### src/rtl/uart_pkg.sv
// Shared definitions for the UART transmit arbiter: FSM encoding, parameter
// defaults and the baud-rate constants used to size frame timing.
package uart_pkg;

    localparam int NUM_REQ_DEF        = 4;
    localparam int TIMEOUT_CYCLES_DEF = 8191;

    localparam int SYS_CLK      = 50_000_000;
    localparam int BAUD_RATE    = 115_200;
    localparam int CLKS_PER_BIT = SYS_CLK / BAUD_RATE;
    localparam int FRAME_BITS   = 10;
    localparam int FRAME_CLKS   = CLKS_PER_BIT * FRAME_BITS;

    typedef enum logic [1:0] {
        ST_IDLE  = 2'd0,
        ST_START = 2'd1,
        ST_WAIT  = 2'd2
    } state_t;

endpackage

### src/rtl/uart_rr_arb.sv
// Combinational round-robin picker: searches req starting one past the
// last-served index and returns a one-hot winner plus a valid flag.
module uart_rr_arb
    import uart_pkg::*;
#(
    parameter  int NUM_REQ = NUM_REQ_DEF,
    localparam int IDX_W   = (NUM_REQ > 1) ? $clog2(NUM_REQ) : 1
) (
    input  logic [NUM_REQ-1:0] req,
    input  logic [IDX_W-1:0]   last,
    output logic [NUM_REQ-1:0] gnt,
    output logic               valid
);

    logic [IDX_W-1:0] idx;

    // NOTE: every output of a combinational block gets a default first, so no path infers a latch.
    always_comb begin
        gnt   = '0;
        valid = 1'b0;
        idx   = '0;
        for (int i = 1; i <= NUM_REQ; i++) begin
            idx = IDX_W'((int'(last) + i) % NUM_REQ);
            if (!valid && req[idx]) begin
                gnt[idx] = 1'b1;
                valid    = 1'b1;
            end
        end
    end

endmodule

### src/rtl/uart_tx_arbiter.sv
// Shares one UART transmitter among NUM_REQ requesters: round-robin grant,
// byte capture, start pulse, then wait for completion or a bounded timeout.
module uart_tx_arbiter
    import uart_pkg::*;
#(
    parameter int NUM_REQ        = NUM_REQ_DEF,
    parameter int TIMEOUT_CYCLES = TIMEOUT_CYCLES_DEF
) (
    input  logic                 clk,
    input  logic                 rst,
    input  logic [NUM_REQ-1:0]   i_req,
    input  logic [8*NUM_REQ-1:0] i_data,
    output logic [NUM_REQ-1:0]   o_gnt,
    output logic [NUM_REQ-1:0]   o_done,
    output logic [7:0]           o_tx_d,
    output logic                 o_tx_en,
    input  logic                 i_tx_complete,
    output logic                 o_busy,
    output logic                 o_timeout
);

    localparam int IDX_W = (NUM_REQ > 1) ? $clog2(NUM_REQ) : 1;
    localparam int CNT_W = (TIMEOUT_CYCLES > 1) ? $clog2(TIMEOUT_CYCLES) : 1;
    localparam logic [CNT_W-1:0] CNT_LAST = CNT_W'(TIMEOUT_CYCLES - 1);

    state_t             state_q, state_d;
    logic [IDX_W-1:0]   owner_q, owner_d;
    logic [IDX_W-1:0]   last_q, last_d;
    logic [CNT_W-1:0]   cnt_q, cnt_d;
    logic [NUM_REQ-1:0] gnt_d, done_d;
    logic [7:0]         tx_d_d;
    logic               tx_en_d, timeout_d;

    logic [NUM_REQ-1:0] win_gnt;
    logic               win_valid;
    logic [IDX_W-1:0]   win_idx;
    logic [7:0]         win_byte;
    logic [NUM_REQ-1:0] owner_onehot;

    uart_rr_arb #(.NUM_REQ(NUM_REQ)) u_rr_arb (
        .req   (i_req),
        .last  (last_q),
        .gnt   (win_gnt),
        .valid (win_valid)
    );

    always_comb begin
        win_idx      = '0;
        win_byte     = '0;
        owner_onehot = '0;
        for (int i = 0; i < NUM_REQ; i++) begin
            if (win_gnt[i]) begin
                win_idx  = IDX_W'(i);
                win_byte = i_data[8*i +: 8];
            end
            owner_onehot[i] = (owner_q == IDX_W'(i));
        end
    end

    always_comb begin
        state_d   = state_q;
        owner_d   = owner_q;
        last_d    = last_q;
        cnt_d     = cnt_q;
        tx_d_d    = o_tx_d;
        gnt_d     = '0;
        done_d    = '0;
        tx_en_d   = 1'b0;
        timeout_d = 1'b0;
        case (state_q)
            ST_IDLE: begin
                if (win_valid) begin
                    gnt_d   = win_gnt;
                    tx_d_d  = win_byte;
                    owner_d = win_idx;
                    state_d = ST_START;
                end
            end
            ST_START: begin
                tx_en_d = 1'b1;
                cnt_d   = '0;
                state_d = ST_WAIT;
            end
            ST_WAIT: begin
                // Completion is tested first so it wins over a coincident timeout.
                if (i_tx_complete) begin
                    done_d  = owner_onehot;
                    last_d  = owner_q;
                    state_d = ST_IDLE;
                end else if (cnt_q == CNT_LAST) begin
                    timeout_d = 1'b1;
                    last_d    = owner_q;
                    state_d   = ST_IDLE;
                end else begin
                    cnt_d = cnt_q + CNT_W'(1);
                end
            end
            default: state_d = ST_IDLE;
        endcase
    end

    // NOTE: sequential state uses non-blocking assignments so every register samples pre-edge values.
    always_ff @(posedge clk or posedge rst) begin
        if (rst) begin
            state_q   <= ST_IDLE;
            owner_q   <= '0;
            last_q    <= IDX_W'(NUM_REQ - 1);
            cnt_q     <= '0;
            o_gnt     <= '0;
            o_done    <= '0;
            o_tx_d    <= 8'h00;
            o_tx_en   <= 1'b0;
            o_timeout <= 1'b0;
        end else begin
            state_q   <= state_d;
            owner_q   <= owner_d;
            last_q    <= last_d;
            cnt_q     <= cnt_d;
            o_gnt     <= gnt_d;
            o_done    <= done_d;
            o_tx_d    <= tx_d_d;
            o_tx_en   <= tx_en_d;
            o_timeout <= timeout_d;
        end
    end

    assign o_busy = (state_q != ST_IDLE);

endmodule

### config.mk
export PLATFORM = sky130hd
export DESIGN_NAME = uart_tx_arbiter
export DESIGN_NICKNAME = d
export VERILOG_FILES = /design/src/rtl/uart_pkg.sv /design/src/rtl/uart_rr_arb.sv /design/src/rtl/uart_tx_arbiter.sv
export SDC_FILE = /design/constraint.sdc
export NUM_CORES = 1
export LEC_CHECK = 0
export ABC_AREA = 1
export CAP_MARGIN = 20
export CORE_MARGIN = 2
export CORE_UTILIZATION = 45
export CTS_CLUSTER_SIZE = 40
export DETAILED_ROUTE_END_ITERATION = 12
export GPL_ROUTABILITY_DRIVEN = 1
export MAX_ROUTING_LAYER = met4
export PLACE_DENSITY = 0.74
export SLEW_MARGIN = 10
export SYNTH_ARGS = -nofsm -noshare
export SYNTH_HDL_FRONTEND = slang
export SYNTH_HIERARCHICAL = 1
export SYNTH_SLANG_ARGS = --single-unit
### constraint.sdc
create_clock -name clk -period 3.07 [get_ports clk]
set_input_delay 0.614 -clock clk [delete_from_list [all_inputs] [get_ports clk]]
set_output_delay 0.614 -clock clk [all_outputs]
set_load 0.1 [all_outputs]
* After elaboration in Yosys (flattened, before gate mapping)
Index checks and enable logic that the tools add are counted.
Storage, ports and cells: RAM bits 0, bits in latches 0, input bits 39, logic and storage cells 102, output and inout bits 19, bits in read-only memories 0, register bits 37, memories 0
Operators by class: equality and inequality tests 10, add/subtract/negate cells 5, shift-type cells 0, multipliers 0, reductions and logical operators 19, mux-type cells 48, magnitude comparators 8, div/mod/pow operators 0, bitwise operators 3
Operators by type and width (count):
- two-way mux 4 bit | 8
- two-way mux 8 bit | 4
- two-way mux 13 bit | 2
- one-hot mux 13 bit (2 select lines) | 1
- two-way mux 1 bit | 17
- two-way mux 2 bit | 7
- adder 13 x 1 -> 13 bit, second input constant | 1
- == test 13 bit, second input constant | 1
- < comparator 2 x 3 -> 1 bit, second input constant | 4
- OR 4 bit | 3
- binary-select mux 1 bit (select 2 bit) | 4
- demux 1 bit (select 2 bit) | 4
- greater-or-equal comparator 2 x 1 -> 1 bit, second input constant | 4
- logical AND 1 bit | 7
- == test 2 bit, second input constant | 3
- one-hot mux 2 bit (3 select lines) | 1
- AND reduction 2 bit | 3
- nonzero test 2 bit | 3
- adder 2 x 1 -> 2 bit, second input constant | 2
- adder 2 bit, second input constant | 2
- == test 2 x 1 -> 1 bit, second input constant | 2
- logical NOT 2 bit | 2
- inequality test 2 bit, second input constant | 2
- logical NOT 1 bit | 3
- other kinds (3) | 3

* Longest topological paths before layout
Gate-level depths: netlist (run 1).
word-level depth 17, gate-level depth with buffers 15, depth with buffers taken out 14

* Hierarchy
The synthesis (run 1) kept the hierarchy.
By module, submodules not included:
- uart_tx_arbiter | times used 1, area an instance 1894.3 um2, cells an instance 226, sequential area each 928.4 um2
- uart_rr_arb | times used 1, area an instance 451.7 um2, cells an instance 80, sequential area each 0.0 um2

* Worst setup path after synthesis (run 1)
OpenSTA, ideal clock, no wires.
kind reg2reg, start reg last_q[0], end reg o_tx_d[0], required time 2938 ps, path buffers 1, cell stages (with the launch flop) 14, arrival time 2354 ps, path slack 585 ps, cells stage by stage dfstp_2 > inv_2 > ha_1 > inv_1 > nand3_4 > nand2_4 > nand2_2 > nor2_4 > nand3_1 > nand2_1 > buf_2 > clkinv_1 > o2111ai_1 > nand3_1
RTL lines:
- start: declaration | line uart_tx_arbiter.sv:28 | logic [IDX_W-1:0] last_q, last_d;
- start signal: assignment | line uart_tx_arbiter.sv:107 | last_q <= IDX_W'(NUM_REQ - 1);
- start signal: assignment | line uart_tx_arbiter.sv:117 | last_q <= last_d;
- branches (longest 12 deep; another with < comparator 2 x 3 -> 1 bit)
- two-way mux 4 bit * | line uart_rr_arb.sv:24 | if (!valid && req[idx]) begin
- via win_gnt[2] | line uart_tx_arbiter.sv:34 | logic [NUM_REQ-1:0] win_gnt;
- two-way mux 8 bit * (2 in series) | line uart_tx_arbiter.sv:52 | if (win_gnt[i]) begin
- end signal: assignment | line uart_tx_arbiter.sv:121 | o_tx_d <= tx_d_d;
- end: declaration | line uart_tx_arbiter.sv:15 | output logic [7:0] o_tx_d,
Mark *: on every way through the listed nets, which the timed path passes. The select of a mux whose other input is x is not followed. A chain may end at the register's enable or synchronous reset.

* Final worst setup path (run 1)
Same ends and word-level chain as after synthesis.

==> impl_metrics.tcl, run 1 <==
set metrics [dict create \
    grt_pass1_wl_mm 9.94 \
    setup_violations 0 \
    antenna_found_initial 0 \
    end_kind "flip-flop" \
    fp.dieW_um 76.2 \
    rsz0062_at_grt "false" \
    grt_max_degree 38 \
    synth-seq-cells 37 \
    timing.final.ws_setup_ps 395 \
    synthAdderAreaFrac_pct 5.33 \
    io_pins 58 \
    synthesis.nets 355 \
    period_share_pct 87.1 \
    fmax_mhz 374 \
    io_buffers 57 \
    ys_seq_area_share_pct 39.6 \
    cts_buffer_depth 2 \
    drcViolationCount 0 \
    synth.area.top_cells "dfrtp_1 37%, nand2_1 13%, nand3_1 10%" \
    totalWireLength_mm 5.79 \
    dieArea_um2 5810 \
    crit_path_start_kind "flip-flop" \
    cts_tree "done" \
    grt_pass1_vias 2082 \
    start_util_pct 46.2 \
    postRouteAntennaNets 0 \
    cts_resized 0 \
    hold_path_class "flip-flop to flip-flop" \
    path_cells "inv_2 -> ha_1 -> inv_1 -> nand3_1 -> nand2_1 -> nand3_2 -> nor2_1 -> nor2_1 -> nand2_1 -> clkinv_1 -> o2111ai_1 -> nand3_1" \
    arrival_ps 2850 \
    htree_levels 2 \
    required_ps 3240 \
    numClockSinks 37 \
    first_iter_violations 162 \
    syn_area_per_cell_um2 7.67 \
    hold_viol 0 \
    grtUsageMet3_pct 6.04 \
    fin_hold_ws_ps 466 \
    netlist-cell-type-count 31 \
    cts_root_buffer "clkbuf_8" \
    synth_cells 306 \
    gr-usage-met2_pct 34.1 \
    cts_buffers 5 \
    vias 2261 \
    drive_above_1_share_pct 15.4 \
    die_height_um 76.2 \
    rows 26 \
    path_clk_slew_ps 80 \
    yosysWarnings 6 \
    drv_cap 0 \
    critPathMaxStageDelay_ps 660 \
    antennaDiodeCount 0 \
    coreArea_um2 5070 \
    nNetsFinal 417 \
    drtPass1Iterations 5 \
    maxSlewHeadroom_pct 69.1 \
    synthSimpleGateAreaFrac_pct 37.3 \
    place.detailed.hpwl_mm 4.29 \
    drt-vias-per-instance 5.15 \
    fin_tns_setup_ps 0 \
    busiest_layer "met2" \
    utilization_pct 60.7 \
    cellLeakagePower_nw 1.46 \
    insertion_delay_ps 290 \
    crit_fanout 12 \
    peakVddDrop_v 0.000628 \
    synth_compound_area_share_pct 8.85 \
    fin_skew_ps 6.16 \
    synthMuxAreaShare_pct 0 \
    fin_crit_ps 2680 \
    gp_congestion 0.855 \
    synth_top_cell_area_share_pct 37.3 \
    yosysTopAreaCell "dfrtp_1" \
    pre_cts_ws_ps 408 \
    wl_per_cell_um 13.2 \
    overflow 0 \
    status "finished clean" \
    cts_hold_buf 0 \
    synth_top_family_by_area "simple AND/OR/NAND/NOR gates" \
    synth_xor_area_share_pct 1.87 \
    drv_slew 0 \
    post_cts_buffers 0 \
    use_met1_pct 27.4 \
    syn-cell-area_um2 2350 \
    track_usage_pct 21.4 \
    area_growth_syn_to_layout_pct 31.4 \
    worst_pin_slew_ps 463 \
    path_class "flip-flop to flip-flop" \
    pwr_density_cell_nw_per_um2 1100 \
    cp_slowest_cell "dfstp_2" \
    n_fill_cell 464 \
]
synth_stat cells:
| master | n |
|---|---|
| a21oi_1 | 9 |
| buf_2 | 3 |
| buf_4 | 1 |
| buf_6 | 1 |
| clkbuf_1 | 1 |
| clkinv_1 | 2 |
| dfrtp_1 | 35 |
| dfstp_2 | 2 |
| ha_1 | 10 |
| inv_1 | 27 |
| inv_2 | 5 |
| nand2_1 | 83 |
| nand2_2 | 7 |
| nand2_4 | 2 |
| nand3_1 | 47 |
| nand3_2 | 1 |
| nand3_4 | 3 |
| nand4_1 | 4 |
| nor2_1 | 20 |
| nor2_2 | 2 |
| nor2_4 | 4 |
| nor3_1 | 2 |
| nor3b_1 | 1 |
| nor4_1 | 4 |
| o2111ai_1 | 8 |
| o21a_1 | 1 |
| o21ai_0 | 4 |
| o21ai_1 | 10 |
| o21bai_1 | 2 |
| xnor2_1 | 1 |
| xor2_1 | 4 |
metal layers:
layer / wire length [µm] / part of all wire (%) / up-vias
li1: - / - / 1139
met1: 2490 / 43 / 1029
met2: 2820 / 49 / 86
met3: 427 / 7.4 / 7
met4: 59 / 1.0 / 0
met5: 0 / 0 / -
logic make-up (layout without fill, tap and decap cells):
logic type	count (synthesis)	after routing
AND/OR/NAND/NOR	180	180
buffers and inverters	40	103
adder cells (fa/ha/maj)	10	10
AO/OA/AOI/OAI	34	34
XOR/XNOR	5	5
flip-flops	37	37
final cells by class:
type                       count  area, µm²  share of cell area, %
multi-input combinational    229       1250                   40.6
sequential                    37        928                   30.1
timing repair buffer          61        553                   17.9
inverter                      34        128                   4.14
tap                           70       87.6                   2.84
clock buffer                   5       68.8                   2.23
clock inverter                 3       65.1                   2.11
layout by cell type, fill, tap and decap left out, drive strengths merged, types with 3 or more instances in the layout:
master         count
a21oi              9
buf               23
clkbuf             5
clkdlybuf4s50     38
clkinv             3
dfrtp             35
ha                10
inv               32
nand2             92
nand3             51
nand4              4
nor2              26
nor4               4
o2111ai            8
o21ai             14
xor2               4
worst max-delay path, delay by kind of cell, from the launching register on:
family          cells  cell delay, ps
simple gates        7             670
fa+ha+maj           1             390
compound gates      1             310
flops               1             660
buf+inv             3             520
power by group:
group	internal, mW	total [mW]	switching (mW)
Sequential	0.631	0.727	0.0956
Combinational	0.570	2.16	1.59
Clock	0.323	0.507	0.184
per-stage QoR:
step	instance area (µm²)	cells	power (mW)
3_5_place_dp	2950	431	2.89
6_report	3080	439	3.39
3_3_place_gp	2950	431	2.86
4_1_cts	3080	439	3.41
5_1_grt	3080	439	3.64
2_1_floorplan	2350	306	2.37
registers in the layout, summed over array words and instances (netlist names):
signal	count
o_done	4
o_tx_d	8
last_q	2
o_gnt	4
o_timeout	1
state_q	2
owner_q	2
cnt_q	13
o_tx_en	1
final timing paths:
kind	start	to	slack (ps)	depth (start not counted)
worst max-delay path	last_q[0]$_DFFE_PP1P_	o_tx_d[0]$_DFFE_PP0P_	390	12
worst max register to register	last_q[0]$_DFFE_PP1P_	o_tx_d[0]$_DFFE_PP0P_	390	12
worst min-delay path	owner_q[1]$_DFFE_PP0P_	o_done[0]$_DFF_PP0_	470	1
worst min register to register	owner_q[1]$_DFFE_PP0P_	o_done[0]$_DFF_PP0_	470	1
max in group asynchronous	rst	last_q[1]$_DFFE_PP1P_	1990	3
min in group asynchronous	rst	o_gnt[2]$_DFF_PP0_	730	3
Note: power is estimated with default switching activity, not from simulation.
==> run 2: changes to the inputs <==
- CELL_PAD_IN_SITES_DETAIL_PLACEMENT: not set -> 0
- CELL_PAD_IN_SITES_GLOBAL_PLACEMENT: not set -> 1
- CORE_UTILIZATION: 45 -> 36
- PLACE_DENSITY: 0.74 -> not set
- PLACE_DENSITY_LB_ADDON: not set -> 0.1
==> impl_metrics.tcl, run 2 (same netlist as run 1, synthesis figures left out) <==
set metrics [dict create \
    numClockSinks 37 \
    path_clk_slew_ps 70 \
    track_usage_pct 17.0 \
    drcViolationCount 0 \
    antennaDiodeCount 0 \
    dieArea_um2 7180 \
    cts_buffer_depth 2 \
    arrival_ps 2890 \
    htree_levels 2 \
    cp_num_buf_inv 3 \
    cellLeakagePower_nw 1.45 \
    peakVddDrop_v 0.000666 \
    cpLargestDelayFamily "simple AND/OR/NAND/NOR gates" \
    min_from "owner_q[0]$_DFFE_PP0P_" \
    hold_path_class "flip-flop to flip-flop" \
    overflow 0 \
    grt_pass1_wl_mm 9.69 \
    postRouteAntennaNets 0 \
    path_cells "inv_1 -> ha_1 -> inv_1 -> nand3_1 -> nand2_1 -> nand3_2 -> nor2_1 -> nor2_1 -> nand2_1 -> clkinv_1 -> o2111ai_1 -> nand3_1" \
    reg2reg_depth 12 \
    fin_hold_ws_ps 476 \
    fin_crit_ps 2740 \
    nNetsFinal 419 \
    whs_path_depth 1 \
    cts_hold_buf 0 \
    required_ps 3220 \
    top_register "cnt_q" \
    largest_registers "cnt_q (13), o_tx_d (8)" \
    fp.dieW_um 84.7 \
    cts_resized 0 \
    min_to "o_done[2]$_DFF_PP0_" \
    drt-vias-per-instance 4.83 \
    insertion_delay_ps 280 \
    critPathMaxStageDelay_ps 610 \
    crit_fanout 10 \
    largest_register_ffs 13 \
    die_height_um 84.7 \
    fin_skew_ps 4.58 \
    post_cts_buffers 0 \
    antenna_found_initial 0 \
    cts_root_buffer "clkbuf_8" \
    worst_pin_slew_ps 461 \
    totalWireLength_mm 5.87 \
    crit_path_start_kind "flip-flop" \
    period_share_pct 89.2 \
    cts_tree "done" \
    io_pins 58 \
    mostFrequentLayoutCells "83 x nand2_1, 47 x nand3_1, 38 x clkdlybuf4s50_1" \
    n_fill_cell 656 \
    rsz0062_at_grt "false" \
    r2r_slack_ps 330 \
    vias 2163 \
    start_util_pct 37.2 \
    gp_congestion 0.837 \
    area_growth_syn_to_layout_pct 30.6 \
    grt_max_degree 38 \
    grt_pass1_vias 2044 \
    first_iter_violations 53 \
    rows 29 \
    coreArea_um2 6310 \
    setup_violations 0 \
    end_kind "flip-flop" \
    wl_per_cell_um 13.1 \
    fmax_mhz 365 \
    cp_slowest_cell "dfstp_2" \
    drive_above_1_share_pct 15.4 \
    cts_buffers 5 \
    hold_viol 0 \
    io_buffers 57 \
    maxSlewHeadroom_pct 69.2 \
    drv_cap 0 \
    fin_tns_setup_ps 0 \
    drtPass1Iterations 5 \
    place.detailed.hpwl_mm 4.56 \
    path_class "flip-flop to flip-flop" \
    worstReg2RegStart "last_q[1]$_DFFE_PP1P_" \
    status "finished clean" \
    pwr_density_cell_nw_per_um2 1070 \
    r2r_end "o_tx_d[3]$_DFFE_PP0P_" \
    drv_slew 0 \
    final_common_cell "nand2_1" \
]
==> run 2: layout make-up <==
class                      count  area (µm²)  share of cell area (%)
inverter                      34         128                    4.17
timing repair buffer          63         568                    18.5
sequential                    37         928                    30.3
tap                           77        96.3                    3.15
clock buffer                   8        90.1                    2.94
multi-input combinational    229        1250                    40.9
==> run 2: routing by layer <==
metal,up-vias,global-route usage [%],routed length [µm]
met5,-,-,0
met4,0,3.90,50
met2,38,26.9,2810
met3,7,2.06,198
li1,1141,-,-
met1,977,23.4,2800
==> run 2: through the flow <==
stage / setup slack [ps] / area (µm²) / power (mW) / instances / utilization [%]
final: 330 / 3060 / 3.27 / 448 / 48.5
after global routing: 68.6 / 3060 / 3.52 / 448 / 48.5
after CTS: 362 / 3060 / 3.29 / 448 / 48.5
after detailed placement: 363 / 2970 / 2.95 / 440 / 47.1
after global placement: 384 / 2970 / 2.95 / 440 / 47.1
after floorplan: 585 / 2350 / 2.37 / 306 / -
==> run 2: worst register-to-register path: cells and delay by family (launching register included) <==
| kind | cells | cell delay (ps) |
|---|---|---|
| fa+ha+maj | 1 | 370 |
| flops | 1 | 610 |
| simple gates | 7 | 720 |
| compound gates | 1 | 380 |
| buf+inv | 3 | 530 |
==> run 2: report_power, final <==
part,internal (mW),switching (mW)
clock,0.183,0.156
combinational,0.584,1.63
sequential,0.631,0.0846
total,1.40,1.87
==> run 2: how the worst max path moves through the flow <==
stage,endpoint,cells after the start,from
final,o_tx_d[3]$_DFFE_PP0P_,12,last_q[1]$_DFFE_PP1P_
after CTS,o_tx_d[3]$_DFFE_PP0P_,12,last_q[1]$_DFFE_PP1P_
after detailed placement,o_tx_d[3]$_DFFE_PP0P_,12,i_req[0]
after global routing,o_tx_d[1]$_DFFE_PP0P_,12,last_q[1]$_DFFE_PP1P_
after global placement,o_tx_d[3]$_DFFE_PP0P_,12,i_req[0]
after floorplan,o_tx_d[0]$_DFFE_PP0P_,13,last_q[0]$_DFFE_PP1P_
==> run 3: changes to the inputs <==
- ABC_CLOCK_PERIOD_IN_PS: not set -> 3070
- CAP_MARGIN: 20 -> 10
==> results of run 3 <==
No change in the layout: final DEF, timing and power equal those of run 2.
